<file path="src/rtl/bus_pkg.sv">
// Shared types and helpers for the MMIO crossbar: FSM states, size/alignment check
// and byte-lane strobe generation.
package bus_pkg;

  localparam int DEF_NSLV   = 3;
  localparam int DEF_ADDR_W = 27;

  typedef enum logic [1:0] {
    ST_IDLE,
    ST_REQ,
    ST_WAIT,
    ST_RESP
  } state_e;

  // Legal sizes are 1/2/4/8 bytes, naturally aligned within the 8-byte word.
  function automatic logic size_ok(input logic [7:0] bytes, input logic [2:0] off);
    logic       legal;
    logic [7:0] amask;
    legal   = (bytes == 8'd1) || (bytes == 8'd2) || (bytes == 8'd4) || (bytes == 8'd8);
    amask   = bytes - 8'd1;
    size_ok = legal && ((off & amask[2:0]) == 3'd0);
  endfunction

  function automatic logic [7:0] strb_gen(input logic [7:0] bytes, input logic [2:0] off);
    logic [15:0] m;
    m        = (16'd1 << bytes) - 16'd1;
    m        = m << off;
    strb_gen = m[7:0];
  endfunction

endpackage

</file>
<file path="src/rtl/mmio_xbar_if.sv">
// CPU access port and slave fan-out bundles; master drives the request, slave answers.
interface acs_if;
  logic        acs_en;
  logic        acs_wr;
  logic [7:0]  acs_bytes;
  logic [63:0] acs_addr;
  logic [63:0] acs_wdata;
  logic        acs_ready;
  logic [63:0] acs_rdata;
  logic        acs_error;

  modport master (output acs_en, acs_wr, acs_bytes, acs_addr, acs_wdata,
                  input  acs_ready, acs_rdata, acs_error);
  modport slave  (input  acs_en, acs_wr, acs_bytes, acs_addr, acs_wdata,
                  output acs_ready, acs_rdata, acs_error);
endinterface

interface slv_if #(
  parameter int NSLV   = bus_pkg::DEF_NSLV,
  parameter int ADDR_W = bus_pkg::DEF_ADDR_W
);
  logic [NSLV-1:0]    slv_cen;
  logic               slv_wr;
  logic [7:0]         slv_strb;
  logic [ADDR_W-1:0]  slv_addr;
  logic [63:0]        slv_wdata;
  logic [NSLV-1:0]    slv_ack;
  logic [NSLV*64-1:0] slv_rdata;
  logic [NSLV-1:0]    slv_error;

  modport master (output slv_cen, slv_wr, slv_strb, slv_addr, slv_wdata,
                  input  slv_ack, slv_rdata, slv_error);
  modport slave  (input  slv_cen, slv_wr, slv_strb, slv_addr, slv_wdata,
                  output slv_ack, slv_rdata, slv_error);
endinterface

</file>
<file path="src/rtl/xbar_decoder.sv">
// Combinational address decode against base/mask tables; lowest matching index wins.
// Zero latency, no flow control.
module xbar_decoder #(
  parameter int                 NSLV     = 3,
  parameter int                 ADDR_W   = 27,
  parameter logic [NSLV*64-1:0] SLV_BASE = '0,
  parameter logic [NSLV*64-1:0] SLV_MASK = '0
) (
  input  logic [63:0]       addr_i,
  output logic [NSLV-1:0]   sel_o,
  output logic              hit_o,
  output logic [ADDR_W-1:0] offset_o
);

  // Scan from the top so the lowest matching index overwrites the others.
  always_comb begin
    sel_o    = '0;
    hit_o    = 1'b0;
    offset_o = '0;
    for (int i = NSLV - 1; i >= 0; i--) begin
      if ((addr_i & SLV_MASK[i*64 +: 64]) == SLV_BASE[i*64 +: 64]) begin
        sel_o    = '0;
        sel_o[i] = 1'b1;
        hit_o    = 1'b1;
        offset_o = ADDR_W'(addr_i & ~SLV_MASK[i*64 +: 64]);
      end
    end
  end

endmodule

</file>
<file path="src/rtl/mmio_xbar.sv">
// CPU-to-slave MMIO interconnect: ready 2 cycles after acs_en for a zero-wait slave, 1 on decode error.
// Master holds acs_en until acs_ready; slaves stall via late slv_ack, bounded by the TMO_CYCLES watchdog.
module mmio_xbar
  import bus_pkg::*;
#(
  parameter int                 NSLV       = DEF_NSLV,
  parameter int                 ADDR_W     = DEF_ADDR_W,
  // Slave 0 (memory) sits in the LSBs, then uart, then timer.
  parameter logic [NSLV*64-1:0] SLV_BASE   = {64'ha000_0048, 64'ha000_03f8, 64'h8000_0000},
  parameter logic [NSLV*64-1:0] SLV_MASK   = {64'hffff_ffff_ffff_fff8, 64'hffff_ffff_ffff_fff8,
                                              64'hffff_ffff_f800_0000},
  parameter int                 TMO_CYCLES = 255
) (
  input  logic  clk,
  input  logic  rstn,
  acs_if.slave  acs,
  slv_if.master slv
);

  localparam int                CNT_W   = $clog2(TMO_CYCLES + 1);
  localparam logic [CNT_W-1:0] TMO_VAL = CNT_W'(TMO_CYCLES);

  state_e            state_q;
  logic [CNT_W-1:0]  cnt_q;
  logic [NSLV-1:0]   sel_q;
  logic [NSLV-1:0]   cen_q;
  logic              wr_q;
  logic [7:0]        strb_q;
  logic [ADDR_W-1:0] addr_q;
  logic [63:0]       wdata_q;
  logic [63:0]       rdata_q;
  logic              ready_q;
  logic              error_q;

  logic [NSLV-1:0]   dec_sel;
  logic              dec_hit;
  logic [ADDR_W-1:0] dec_off;
  logic              acc_ok;
  logic              ack_hit;
  logic [63:0]       ack_rdata;
  logic              ack_err;

  xbar_decoder #(
    .NSLV    (NSLV),
    .ADDR_W  (ADDR_W),
    .SLV_BASE(SLV_BASE),
    .SLV_MASK(SLV_MASK)
  ) u_dec (
    .addr_i  (acs.acs_addr),
    .sel_o   (dec_sel),
    .hit_o   (dec_hit),
    .offset_o(dec_off)
  );

  assign acc_ok = dec_hit && size_ok(acs.acs_bytes, acs.acs_addr[2:0]);

  // Only the latched target may complete the access; stray acks are masked here.
  always_comb begin
    ack_hit   = |(slv.slv_ack & sel_q);
    ack_rdata = '0;
    ack_err   = 1'b0;
    for (int i = 0; i < NSLV; i++) begin
      if (sel_q[i]) begin
        ack_rdata = slv.slv_rdata[i*64 +: 64];
        ack_err   = slv.slv_error[i];
      end
    end
  end

  always_ff @(posedge clk or negedge rstn) begin
    if (!rstn) begin
      state_q <= ST_IDLE;
      cnt_q   <= '0;
      sel_q   <= '0;
      cen_q   <= '0;
      wr_q    <= 1'b0;
      strb_q  <= '0;
      addr_q  <= '0;
      wdata_q <= '0;
      rdata_q <= '0;
      ready_q <= 1'b0;
      error_q <= 1'b0;
    end else begin
      cen_q   <= '0;
      ready_q <= 1'b0;
      case (state_q)
        ST_IDLE: begin
          if (acs.acs_en) begin
            if (acc_ok) begin
              state_q <= ST_REQ;
              sel_q   <= dec_sel;
              cen_q   <= dec_sel;
              wr_q    <= acs.acs_wr;
              strb_q  <= strb_gen(acs.acs_bytes, acs.acs_addr[2:0]);
              addr_q  <= dec_off;
              wdata_q <= acs.acs_wdata;
            end else begin
              state_q <= ST_RESP;
              ready_q <= 1'b1;
              error_q <= 1'b1;
              rdata_q <= '0;
            end
          end
        end
        ST_REQ: begin
          if (ack_hit) begin
            state_q <= ST_RESP;
            ready_q <= 1'b1;
            rdata_q <= ack_rdata;
            error_q <= ack_err;
          end else begin
            state_q <= ST_WAIT;
            cnt_q   <= CNT_W'(1);
          end
        end
        ST_WAIT: begin
          if (ack_hit) begin
            state_q <= ST_RESP;
            ready_q <= 1'b1;
            rdata_q <= ack_rdata;
            error_q <= ack_err;
          end else if (cnt_q == TMO_VAL) begin
            state_q <= ST_RESP;
            ready_q <= 1'b1;
            rdata_q <= '0;
            error_q <= 1'b1;
          end else begin
            cnt_q <= cnt_q + CNT_W'(1);
          end
        end
        ST_RESP: begin
          state_q <= ST_IDLE;
          cnt_q   <= '0;
          sel_q   <= '0;
          wr_q    <= 1'b0;
          strb_q  <= '0;
          addr_q  <= '0;
          wdata_q <= '0;
          rdata_q <= '0;
          error_q <= 1'b0;
        end
        default: state_q <= ST_IDLE;
      endcase
    end
  end

  assign acs.acs_ready = ready_q;
  assign acs.acs_rdata = rdata_q;
  assign acs.acs_error = error_q;
  assign slv.slv_cen   = cen_q;
  assign slv.slv_wr    = wr_q;
  assign slv.slv_strb  = strb_q;
  assign slv.slv_addr  = addr_q;
  assign slv.slv_wdata = wdata_q;

endmodule

</file>
<file path="src/flat_wrapper.sv">
// flat-port wrapper written by rule: the top's interface ports become plain ports
module mmio_xbar_flat import bus_pkg::*;
#(
  parameter int                 NSLV       = DEF_NSLV,
  parameter int                 ADDR_W     = DEF_ADDR_W,
                                                              
  parameter logic [NSLV*64-1:0] SLV_BASE   = {64'ha000_0048, 64'ha000_03f8, 64'h8000_0000},
  parameter logic [NSLV*64-1:0] SLV_MASK   = {64'hffff_ffff_ffff_fff8, 64'hffff_ffff_ffff_fff8,
                                              64'hffff_ffff_f800_0000},
  parameter int                 TMO_CYCLES = 255
)
  (clk, rstn, acs_acs_en, acs_acs_wr, acs_acs_bytes, acs_acs_addr, acs_acs_wdata, acs_acs_ready, acs_acs_rdata, acs_acs_error, slv_slv_cen, slv_slv_wr, slv_slv_strb, slv_slv_addr, slv_slv_wdata, slv_slv_ack, slv_slv_rdata, slv_slv_error);
  acs_if acs_i ();
  slv_if #(.NSLV(NSLV), .ADDR_W(ADDR_W)) slv_i ();
  input  logic clk;
  input  logic rstn;
  input wire logic [$bits(acs_i.acs_en)-1:0] acs_acs_en;
  input wire logic [$bits(acs_i.acs_wr)-1:0] acs_acs_wr;
  input wire logic [$bits(acs_i.acs_bytes)-1:0] acs_acs_bytes;
  input wire logic [$bits(acs_i.acs_addr)-1:0] acs_acs_addr;
  input wire logic [$bits(acs_i.acs_wdata)-1:0] acs_acs_wdata;
  output wire logic [$bits(acs_i.acs_ready)-1:0] acs_acs_ready;
  output wire logic [$bits(acs_i.acs_rdata)-1:0] acs_acs_rdata;
  output wire logic [$bits(acs_i.acs_error)-1:0] acs_acs_error;
  output wire logic [$bits(slv_i.slv_cen)-1:0] slv_slv_cen;
  output wire logic [$bits(slv_i.slv_wr)-1:0] slv_slv_wr;
  output wire logic [$bits(slv_i.slv_strb)-1:0] slv_slv_strb;
  output wire logic [$bits(slv_i.slv_addr)-1:0] slv_slv_addr;
  output wire logic [$bits(slv_i.slv_wdata)-1:0] slv_slv_wdata;
  input wire logic [$bits(slv_i.slv_ack)-1:0] slv_slv_ack;
  input wire logic [$bits(slv_i.slv_rdata)-1:0] slv_slv_rdata;
  input wire logic [$bits(slv_i.slv_error)-1:0] slv_slv_error;
  assign acs_i.acs_en = acs_acs_en;
  assign acs_i.acs_wr = acs_acs_wr;
  assign acs_i.acs_bytes = acs_acs_bytes;
  assign acs_i.acs_addr = acs_acs_addr;
  assign acs_i.acs_wdata = acs_acs_wdata;
  assign acs_acs_ready = acs_i.acs_ready;
  assign acs_acs_rdata = acs_i.acs_rdata;
  assign acs_acs_error = acs_i.acs_error;
  assign slv_slv_cen = slv_i.slv_cen;
  assign slv_slv_wr = slv_i.slv_wr;
  assign slv_slv_strb = slv_i.slv_strb;
  assign slv_slv_addr = slv_i.slv_addr;
  assign slv_slv_wdata = slv_i.slv_wdata;
  assign slv_i.slv_ack = slv_slv_ack;
  assign slv_i.slv_rdata = slv_slv_rdata;
  assign slv_i.slv_error = slv_slv_error;
  mmio_xbar #(.NSLV(NSLV), .ADDR_W(ADDR_W), .SLV_BASE(SLV_BASE), .SLV_MASK(SLV_MASK), .TMO_CYCLES(TMO_CYCLES)) u_core (.clk(clk), .rstn(rstn), .acs(acs_i), .slv(slv_i));
endmodule
</file>
<file path="config.mk">
export PLATFORM = sky130hd
export DESIGN_NAME = mmio_xbar_flat
export DESIGN_NICKNAME = d
export VERILOG_FILES = /design/src/rtl/bus_pkg.sv /design/src/rtl/mmio_xbar_if.sv /design/src/rtl/xbar_decoder.sv /design/src/rtl/mmio_xbar.sv /design/src/flat_wrapper.sv
export SDC_FILE = /design/constraint.sdc
export NUM_CORES = 1
export LEC_CHECK = 0
export CAP_MARGIN = 20
export CORE_AREA = 2 2 197 199
export DETAILED_ROUTE_END_ITERATION = 6
export DIE_AREA = 0 0 199 201
export PLACE_DENSITY = 0.6
export REMOVE_ABC_BUFFERS = 1
export SYNTH_ARGS = -nofsm -noshare
export SYNTH_HDL_FRONTEND = slang
export SYNTH_SLANG_ARGS = --single-unit
export TNS_END_PERCENT = 10
</file>
<file path="constraint.sdc">
create_clock -name clk -period 2.2 [get_ports clk]
set_input_delay 0.22 -clock clk [delete_from_list [all_inputs] [get_ports clk]]
set_output_delay 0.22 -clock clk [all_outputs]
set_load 0.05 [all_outputs]
</file>
==> impl_metrics.csv <==
group,metric,value,unit
outcome,status,"finished, violations left",
outcome,failed_checks,"negative setup slack",
cts,path_clk_slew,70,ps
worst_setup_path,endpoint,"u_core.acs.acs_rdata[33]$_DFFE_PN0P_",
pwr,power_frac_clock,28.3,%
worst_setup_path,critical_path.startpoint,"acs_acs_bytes[6]",
placed_design,post_dp_cell_area,15150,sq um
sta,setup_violations,170,
die,num_rows,72,
sta,setup_ws,-242.4,ps
min_path,min-delay-path-class,"in2reg",
cts,cts_tree,"done",
sta,fin_worst_skew,13.05,ps
pwr,intPower,0.007301,W
worst_setup_path,cp_slowest_cell,"or4_4",
flow_run,max-cap-violations,0,
logic_synthesis,synthArstFlopShare,100.0,%
logic_synthesis,ys.flop_type,"dfrtp_1",
global_routing,grt_first_pass_wirelength,57.90,mm
pwr,combPwrFrac,40.0,%
logic_synthesis,ys_ff_latch,182,
route,via_count,9365,
worst_setup_path,reg2reg_depth,11,
logic_synthesis,yosysWarnings,0,
die,die_area,40000,sq um
logic_synthesis,synth_largest_area_cell,"dfrtp_1",
logic_synthesis,synth_top_area_share,52.31,%
logic_synthesis,syn_inst,821,
cts,cts_buffers,17,
logic_synthesis,seq_area_frac_synth,52.31,%
logic_synthesis,synth_common_cells,"182 x dfrtp_1, 164 x a22o_1, 93 x nand2_1, 78 x o21ai_0, 65 x a22oi_1",
die,num_io_pins,507,
die,core_area,38110,sq um
logic_synthesis,ys_types,60,
worst_setup_path,critPathMaxFanout,10,
worst_setup_path,endpoint_kind,"register",
sta,relSlewSlack,60.09,%
worst_setup_path,path_class,"in2reg",
route,drc_errors,0,
logic_synthesis,synth_area_leaders,"dfrtp_1 52%, a22o_1 16%, a22oi_1 5.6%",
pwr,vdd_drop_max,0.5152,mV
route,via_per_inst,4.812,
worst_setup_path,r2r_slack,-100,ps
die,fp.dieW,199,um
worst_setup_path,r2r_end,"u_core.acs.acs_rdata[33]$_DFFE_PN0P_",
pwr,netSwitchingPower,0.003610,W
worst_setup_path,max_stage_delay,530,ps
cts,cts_root_buf,"clkbuf_16",
sta,slew_viol_final,0,
route,initialDrtViolationCount,518,
layout,nFillCells,3668,
sta,finalHoldViolations,0,
die,start_util,22.85,%
layout,synthToLayoutAreaGrowth,89.75,%
sta,rsz0062_at_grt,"yes",
worst_setup_path,crit_chain,"buf_6 > or4_4 > a2111o_1 > or4_4 > buf_6 > o31ai_4 > buf_4 > nor2_4 > buf_12 > buf_16 > a22o_1",
cts,clk_latency,440,ps
logic_synthesis,synth_most_common_cell,"dfrtp_1",
global_routing,grt_use_total,19.14,%
route,postRouteAntennaNets,0,
worst_setup_path,arrival,2770,ps
logic_synthesis,synth_edf_count,0,
placed_design,gp_congestion,0.8221,
pwr,p_total,0.01091,W
worst_setup_path,timing.rr.start,"u_core.sel_q[2]$_DFFE_PN0P_",
die,die_y,201,um
route,wire_per_inst,20.28,um
worst_setup_path,critPathLaunchType,"primary input",
logic_synthesis,synth_area,8706,sq um
global_routing,grt_max_degree,132,
route,firstDrtPassIters,5,
layout,layout-drive-gt1-share,16.12,%
global_routing,antenna_found_initial,2,
sta,fin_crit,2442,ps
sta,tightest_slew,596.8,ps
sta,fin_crit_sh,111.0,%
worst_setup_path,critical_path_required,2530,ps
route,totalWireLength,39.47,mm
pwr,power.density,660.4,nW/um^2
cts,clkSinkCount,182,
layout,nNetsFinal,1763,
pwr,leakagePower,6.950,nW
pwr,p_sw_share,33.08,%
global_routing,grt_pass1_vias,9751,
logic_synthesis,avgSynthCellArea,10.60,sq um
pwr,p_seq_share,31.7,%
cts,htree_levels,4,
sta,fmax,409.4,MHz
layout,final_area,16520,sq um
placed_design,place_hpwl,28.01,mm
global_routing,grt_remaining_overflow,0,
placed_design,port_buffers,506,
cts,cts.path.max_buffers,2,
worst min-delay path by stage:
stage / startpoint / endpoint / slack, ps / cells after the start
after global placement: rstn / u_core.acs.acs_rdata[27]$_DFFE_PN0P_ / 270 / 1
after CTS: acs_acs_addr[14] / u_core.slv.slv_addr[14]$_DFFE_PN0P_ / 140 / 2
after global routing: acs_acs_addr[14] / u_core.slv.slv_addr[14]$_DFFE_PN0P_ / 160 / 2
after detailed placement: rstn / u_core.acs.acs_rdata[24]$_DFFE_PN0P_ / 260 / 1
final: acs_acs_addr[14] / u_core.slv.slv_addr[14]$_DFFE_PN0P_ / 160 / 2
after floorplan: rstn / u_core.acs.acs_error$_DFFE_PN0P_ / -80 / 0
cell usage in the layout, fill, tap and decap left out, types with 19 or more instances in the layout:
cell type / instances
o21ai_0: 75
dlygate4sd2_1: 28
clkdlybuf4s50_1: 462
clkbuf_16: 19
a22oi_1: 65
buf_4: 98
a22o_1: 164
buf_12: 22
dfrtp_1: 180
nand2_1: 90
power by group through the flow:
stage | Sequential (W) | Combinational [W] | Clock [W]
2_1_floorplan | 0.00364 | 0.000932 | 0
6_report | 0.00346 | 0.00436 | 0.00309
3_3_place_gp | 0.00352 | 0.00280 | 0
4_1_cts | 0.00346 | 0.00427 | 0.00319
5_1_grt | 0.00346 | 0.00465 | 0.00334
3_5_place_dp | 0.00352 | 0.00284 | 0
per-stage QoR:
| stage | instances | setup WS, ps | TNS, ps | utilization, % | hold slack (ps) |
|---|---|---|---|---|---|
| 6_report | 1946 | -242.4 | -34270 | 43.35 | 158.6 |
| 5_1_grt | 1946 | -243.1 | -34160 | 43.35 | 159.5 |
| 4_1_cts | 1943 | -196.4 | -22890 | 43.05 | 136.0 |
| 3_5_place_dp | 1881 | -1303 | -209230 | 39.75 | 263.5 |
| 3_3_place_gp | 1881 | -1278 | -207830 | 39.75 | 266.9 |
| 2_1_floorplan | 746 | -4156 | -462010 | - | -75.59 |
sequential cells by signal, summed over array words and instances (netlist names):
name,cells
u_core.sel_q,3
u_core.slv.slv_wdata,64
u_core.acs.acs_error,1
u_core.acs.acs_ready,1
u_core.slv.slv_strb,8
u_core.slv.slv_wr,1
u_core.slv.slv_cen,3
u_core.cnt_q,8
u_core.slv.slv_addr,27
u_core.acs.acs_rdata,64
u_core.state_q,2
cell families after synthesis:
family          Yosys count  synth area share, %
compound gates          351                30.60
xor+xnor                  2               0.2012
fa+ha+maj                11                1.581
buf+inv                  86                4.441
flops                   182                52.31
simple gates            184                10.12
mux                       5               0.7473
repair_timing:
action | in CTS | in global routing
gates resized for setup | 110 | 26
setup buffers | 18 | 0
hold buffers | 1 | 0
cloned | 13 | 2
hold endpoints to repair | 60 | 0
endpoints found under the setup margin | 173 | 177
pin swaps | 107 | 32
area by class of cell:
type	count	area [sq um]	share of cell area [%]
Antenna cell	1	2.502	0.01515
Clock buffer	19	442.9	2.681
Clock inverter	13	140.1	0.8483
Inverter	11	41.29	0.2499
Multi-Input combinational cell	553	3979	24.09
Sequential cell	182	4559	27.60
Tap cell	518	648.1	3.923
Timing Repair Buffer	649	6706	40.60
worst max-delay path: cells and delay by family:
family / cells / cell delay (ps)
compound gates: 3 / 790
buf+inv: 5 / 690
simple gates: 3 / 1030
routing by layer:
layer / part of all wire, % / global-route usage, %
met5: 0.033 / 0
met4: 2.2 / 5.864
met3: 8.2 / 6.284
met2: 49 / 32.97
met1: 40 / 22.44
(Power assumes the default switching activity.)
==> edit 1 (config.mk and constraints unchanged) <==
Encoding of `state_e`: now one-hot (4 bits for 4 states).
--- a/src/rtl/bus_pkg.sv
+++ b/src/rtl/bus_pkg.sv
@@ -5,11 +5,11 @@
   localparam int DEF_NSLV   = 3;
   localparam int DEF_ADDR_W = 27;
 
-  typedef enum logic [1:0] {
-    ST_IDLE,
-    ST_REQ,
-    ST_WAIT,
-    ST_RESP
+  typedef enum logic [3:0] {
+    ST_IDLE = 4'b0001,
+    ST_REQ  = 4'b0010,
+    ST_WAIT = 4'b0100,
+    ST_RESP = 4'b1000
   } state_e;
 
   // Legal sizes are 1/2/4/8 bytes, naturally aligned within the 8-byte word.
Behaviour: no difference found for any inputs over 4 cycles, from zero or initial values and one cycle with rstn low; so few cycles prove little.
==> edit 1 against the original RTL <==
Synthesized area is 14% higher; worst setup slack better by 350 ps; register-to-register slack better by 200 ps; non-clock buffer count is 13 lower; wire length hardly changed; sequential cell count is 2 higher; final area is 5.0% higher; largest cell class unchanged; highest routed layer is now met4.
Power is not compared: it rests on default switching activity, and its combinational part moved more than twofold at a synthesized area within 25%.
==> edit 1: results (changes against the original RTL) <==
[cts]
clockBufferDepth=2  ; unchanged
cts_buffers=17  ; unchanged
clk_pin_slew_ps=80
cts_root_buf=clkbuf_16  ; unchanged
clk-insertion-delay-late_ps=450
h-tree-depth=4  ; unchanged

[route]
initialDrtViolationCount=356  ; was 518
avgViaCountPerCell=4.80  ; was 4.81
dr_total_vias=10700  ; was 9,365
dr.pass1.iters=5  ; unchanged
wl_per_cell_um=17.8  ; was 20.3 µm

[min_path]
hold_depth=3  ; was 2
hp-start=acs_acs_wdata[22]  ; was acs_acs_addr[14]
min_path_type=in2reg  ; unchanged
hold_path_end=u_core.slv.slv_wdata[22]$_DFFE_PN0P_  ; was u_core.slv.slv_addr[14]$_DFFE_PN0P_

[timing]
setup_viol=0  ; was 170
relSlewSlack_pct=60.1  ; about the same
whs_ps=304  ; was 159 ps
fin_skew_ps=10.0  ; was 13.0 ps

[setup_path]
reg2reg_to=u_core.cnt_q[4]$_DFFE_PN0P_  ; was u_core.acs.acs_rdata[33]$_DFFE_PN0P_
r2r-start=u_core.sel_q[2]$_DFFE_PN0P_  ; unchanged
r2r_slack_ps=100  ; was -100 ps
reg2reg_depth=7  ; was 11
cp_max_fo=5  ; was 10
arrival_ps=2470  ; was 2770 ps

[placed_design]
placedCellCount=2177  ; was 1,881
gp_congestion=0.831  ; was 0.822
hpwl_um=29500  ; was 28,000 µm
place_ws_ps=-829  ; was -1300 ps
port_buffers=506  ; unchanged

[synthesis]
synth_cells=1129  ; was 821
synth_cell_types=55  ; was 60
synth_area_leaders=dfrtp_1 46%, a22oi_1 9.8%, nand2_1 8.9%  ; was dfrtp_1 52%, a22o_1 16%, a22oi_1 5.6%
ys_warn_count=0  ; unchanged
seq_area_frac_synth_pct=46.3  ; was 52.3%
synth-main-ff-cell=dfrtp_1  ; unchanged
async_flop_share_pct=100  ; unchanged
yosys-top-cells-count=237 x nand2_1, 183 x dfrtp_1, 137 x o21ai_0  ; was 182 x dfrtp_1, 164 x a22o_1, 93 x nand2_1

[finish]
n_antenna_cell=0  ; was 1
drive_above_1_share_pct=11.9  ; was 16.1%
final.fill_count=3708  ; was 3,668
nets=2036  ; was 1,763

[global_routing]
grt_start_max_net_pins=119  ; was 132
grt_pass1_wl_um=59500  ; was 57,900 µm
grt_antenna_before_repair=1  ; was 2
grt_usage_pct=19.0  ; was 19.1%

[power]
power.leakage_nw=7.53
ir_drop_mv=0.519

[run_status]
outcome=finished, final reports clean  ; was finished, violations left

==> edit 1: cell families after synthesis <==
logic type                 share of synthesized area (%)
AOI/OAI and AO/OA                                   24.0
and+or+nand+nor                                     14.5
DFF                                                 46.3
buffers and inverters                               6.42
muxes                                               7.85
adders and majority gates                          0.755
xor gates and xnor gates                           0.176
==> edit 1: metal layers <==
metal	up-vias	part of all wire (%)	GRT usage (%)
met1	5058	40	22.4
met5	-	0	0
met4	0	1.5	4.96
li1	5149	-	-
met3	33	9.8	6.85
met2	429	48	32.5
==> edit 1: critical path, cell delays in order, from the launching register on <==
cell and delay (ps):
dfrtp_4 480, a222oi_1 330, buf_4 180, buf_4 140, nand2_1 60, a211o_1 300
or4_1 460, nand3_1 90
==> edit 1: timing repair <==
action,CTS,global route
setup endpoints to repair,37,143
gates cloned,0,2
endpoints found under the hold margin,56,0
buffers inserted,2,9
hold buffers,1,0
pin swaps,10,9
gates resized for setup,18,33
==> edit 1: worst max-delay path by stage <==
| stage | start | end | slack [ps] | cells past startpoint |
|---|---|---|---|---|
| after detailed placement | acs_acs_bytes[5] | u_core.slv.slv_strb[4]$_DFFE_PN0P_ | -830 | 13 |
| after global routing | u_core.cnt_q[1]$_DFFE_PN0P_ | u_core.acs.acs_rdata[28]$_DFFE_PN0P_ | -20 | 9 |
| after floorplan | u_core.state_q[3]$_DFFE_PN0P_ | u_core.acs.acs_error$_DFFE_PN0P_ | -4530 | 4 |
| after global placement | acs_acs_bytes[5] | u_core.slv.slv_strb[6]$_DFFE_PN0P_ | -770 | 11 |
| final | u_core.sel_q[2]$_DFFE_PN0P_ | u_core.cnt_q[4]$_DFFE_PN0P_ | 100 | 7 |
| after CTS | acs_acs_addr[6] | u_core.acs.acs_rdata[18]$_DFFE_PN0P_ | -3 | 9 |
==> edit 1: where the power goes <==
part,total [mW],switching [mW],internal (mW)
clock network,3.16,1.55,1.61
logic,1.65,0.798,0.849
registers,3.48,0.0397,3.44
==> edit 1: layout make-up <==
type                    instances  area, µm²  area share [%]
clock buffers                  17        425            2.45
clock inverters                15        158           0.909
inverters                      75        285            1.64
multi-input cells             778       4920            28.4
flip-flops and latches        184       4610            26.6
well taps                     518        648            3.74
repair buffers                636       6300            36.3
==> edit 1: metrics by stage <==
step | instance area, µm² | util, %
finish | 17400 | 45.5
global route | 17400 | 45.5
CTS | 17100 | 45.0
detailed placement | 16500 | 43.2
global placement | 16400 | 43.2
floorplan | 9590 | -
==> edit 2 (same flow settings) <==
Made on the original files. The package constant `DEF_ADDR_W` goes from 27 to 19.
--- a/src/rtl/bus_pkg.sv
+++ b/src/rtl/bus_pkg.sv
@@ -3,7 +3,7 @@
 package bus_pkg;
 
   localparam int DEF_NSLV   = 3;
-  localparam int DEF_ADDR_W = 27;
+  localparam int DEF_ADDR_W = 19;
 
   typedef enum logic [1:0] {
     ST_IDLE,
Ports: changed (resized slv_slv_addr); port bits go from 507 to 499. The function was not compared with the original's and may differ.
==> edit 2 against the original RTL <==
Clock skew about the same; via count down 2.0%; worst setup slack better by 280 ps; synthesized area is 0.53% lower; worst hold slack worse by 91 ps; final area is 1.7% lower; first-iteration DRC count fell by 22%; sequential cell count down 8; largest cell class unchanged; wire length is 11% lower; utilization shrank 0.76 points; non-clock buffer count is 37 lower.
Power is not compared: it rests on default switching activity, and its combinational part moved more than twofold at a synthesized area within 25%.
==> edit 2: results (changes against the original RTL) <==
[run_status]
outcome=finished, final reports clean  ; was finished, violations left

[placed_design]
placedCellCount=1917  ; was 1,881
hpwl_um=26900  ; was 28,000 µm
placed_area_um2=15000  ; was 15,100 µm²
gp_congestion=0.875  ; was 0.822
port_buffers=498  ; was 506
place_ws_ps=-700  ; was -1300 ps

[setup_path]
reg2reg_to=u_core.acs.acs_rdata[0]$_DFFE_PN0P_  ; was u_core.acs.acs_rdata[33]$_DFFE_PN0P_
reg2reg_depth=9  ; was 11
cp_max_fo=28  ; was 10
r2r-start=u_core.cnt_q[0]$_DFFE_PN0P_  ; was u_core.sel_q[2]$_DFFE_PN0P_
arrival_ps=2510  ; was 2770 ps
r2r_slack_ps=40  ; was -100 ps

[route]
drt-total-wl_um=35200  ; was 39,500 µm
wl_met2_um=18200  ; was 19,500 µm
met3WireLength_um=2100  ; was 3230 µm
drt-met1-wl_um=14400  ; was 15,900 µm
dr_total_vias=9181  ; was 9,365
dr.pass1.iters=7  ; was 5
initialDrtViolationCount=405  ; was 518

[synthesis]
synth.mux.area_fraction_pct=0.231  ; was 0.747%
yosys-top-cells-count=174 x dfrtp_1, 96 x nand2_1, 88 x a22o_1  ; was 182 x dfrtp_1, 164 x a22o_1, 93 x nand2_1
synth_area_leaders=dfrtp_1 50%, a22o_1 8.9%, o31ai_1 5.7%  ; was dfrtp_1 52%, a22o_1 16%, a22oi_1 5.6%
synthXorXnorAreaFrac_pct=0.202  ; was 0.201%
synth_cells=878  ; was 821
synth-compound-area-share_pct=29.5  ; was 30.6%
synth_fa_ha_area_share_pct=1.59  ; was 1.58%
seq_area_frac_synth_pct=50.3  ; was 52.3%
synth_cell_types=59  ; was 60

[timing]
tightest_slew_ps=663  ; was 597 ps
whs_ps=67.4  ; was 159 ps
fin_skew_ps=12.8  ; was 13.0 ps

[cts]
h-tree-depth=4  ; unchanged
clk_pin_slew_ps=80
clk-insertion-delay-late_ps=450
cts_root_buf=clkbuf_16  ; unchanged

[global_routing]
grt_antenna_before_repair=1  ; was 2
grt_pass1_wl_um=50600  ; was 57,900 µm
use_met1_pct=19.3  ; was 22.4%
grt_usage_pct=16.5  ; was 19.1%
grt_pass1_vias=8969  ; was 9,751
grt_use_met3_pct=3.73  ; was 6.28%
use_met2_pct=29.7  ; was 33.0%

[finish]
n_antenna_cell=0  ; was 1
nets=1777  ; was 1,763
final_cell_count_no_fill=1959  ; was 1,946
final_util_pct=42.6  ; was 43.4%
drive_above_1_share_pct=15.3  ; was 16.1%
final.fill_count=3664  ; was 3,668

[min_path]
min_path_type=in2reg  ; unchanged

[power]
ir_drop_mv=0.562

-- edit 2: worst max-delay path by stage --
stage	end	slack, ps	startpoint	cells after the start
after global routing	u_core.acs.acs_rdata[29]$_DFFE_PN0P_	-110	u_core.cnt_q[0]$_DFFE_PN0P_	9
after global placement	u_core.slv.slv_strb[7]$_DFFE_PN0P_	-740	acs_acs_bytes[5]	12
after CTS	u_core.slv.slv_strb[7]$_DFFE_PN0P_	-20	acs_acs_bytes[7]	11
after detailed placement	u_core.slv.slv_strb[7]$_DFFE_PN0P_	-700	acs_acs_bytes[5]	12
after floorplan	u_core.acs.acs_rdata[0]$_DFFE_PN0P_	-3520	acs_acs_addr[56]	5
final	u_core.acs.acs_rdata[0]$_DFFE_PN0P_	40	u_core.cnt_q[0]$_DFFE_PN0P_	9
-- edit 2: final cells by class --
type / instances / area share [%]
clock buffer: 18 / 2.71
clock inverter: 14 / 0.925
inverter: 10 / 0.231
multi-input combinational: 613 / 27.0
sequential: 174 / 26.9
tap: 518 / 3.99
timing repair buffer: 612 / 38.3
-- edit 2: repair_timing --
action | 4_1_cts | 5_1_grt
hold buffers | 1 | 0
pin swaps | 3 | 19
hold endpoints to repair | 38 | 0
gates cloned | 0 | 4
gates resized for setup | 14 | 87
endpoints found under the setup margin | 149 | 160
setup buffers | 0 | 5
-- edit 2: worst max-delay path, stage by stage, from the launching register on --
cell,delay (ps)
dfrtp_1,360
ha_2,210
nand3_2,90
o31a_1,340
a221oi_2,230
buf_4,160
o31ai_4,60
buf_12,160
buf_12,170
o31ai_2,250
-- edit 2: power by group --
part / switching, mW / internal [mW] / total, mW / leakage (nW)
combinational: 0.260 / 0.598 / 0.859 / 4.04
sequential: 0 / 3.20 / 3.20 / 2.41
clock: 1.44 / 1.63 / 3.07 / 0.278
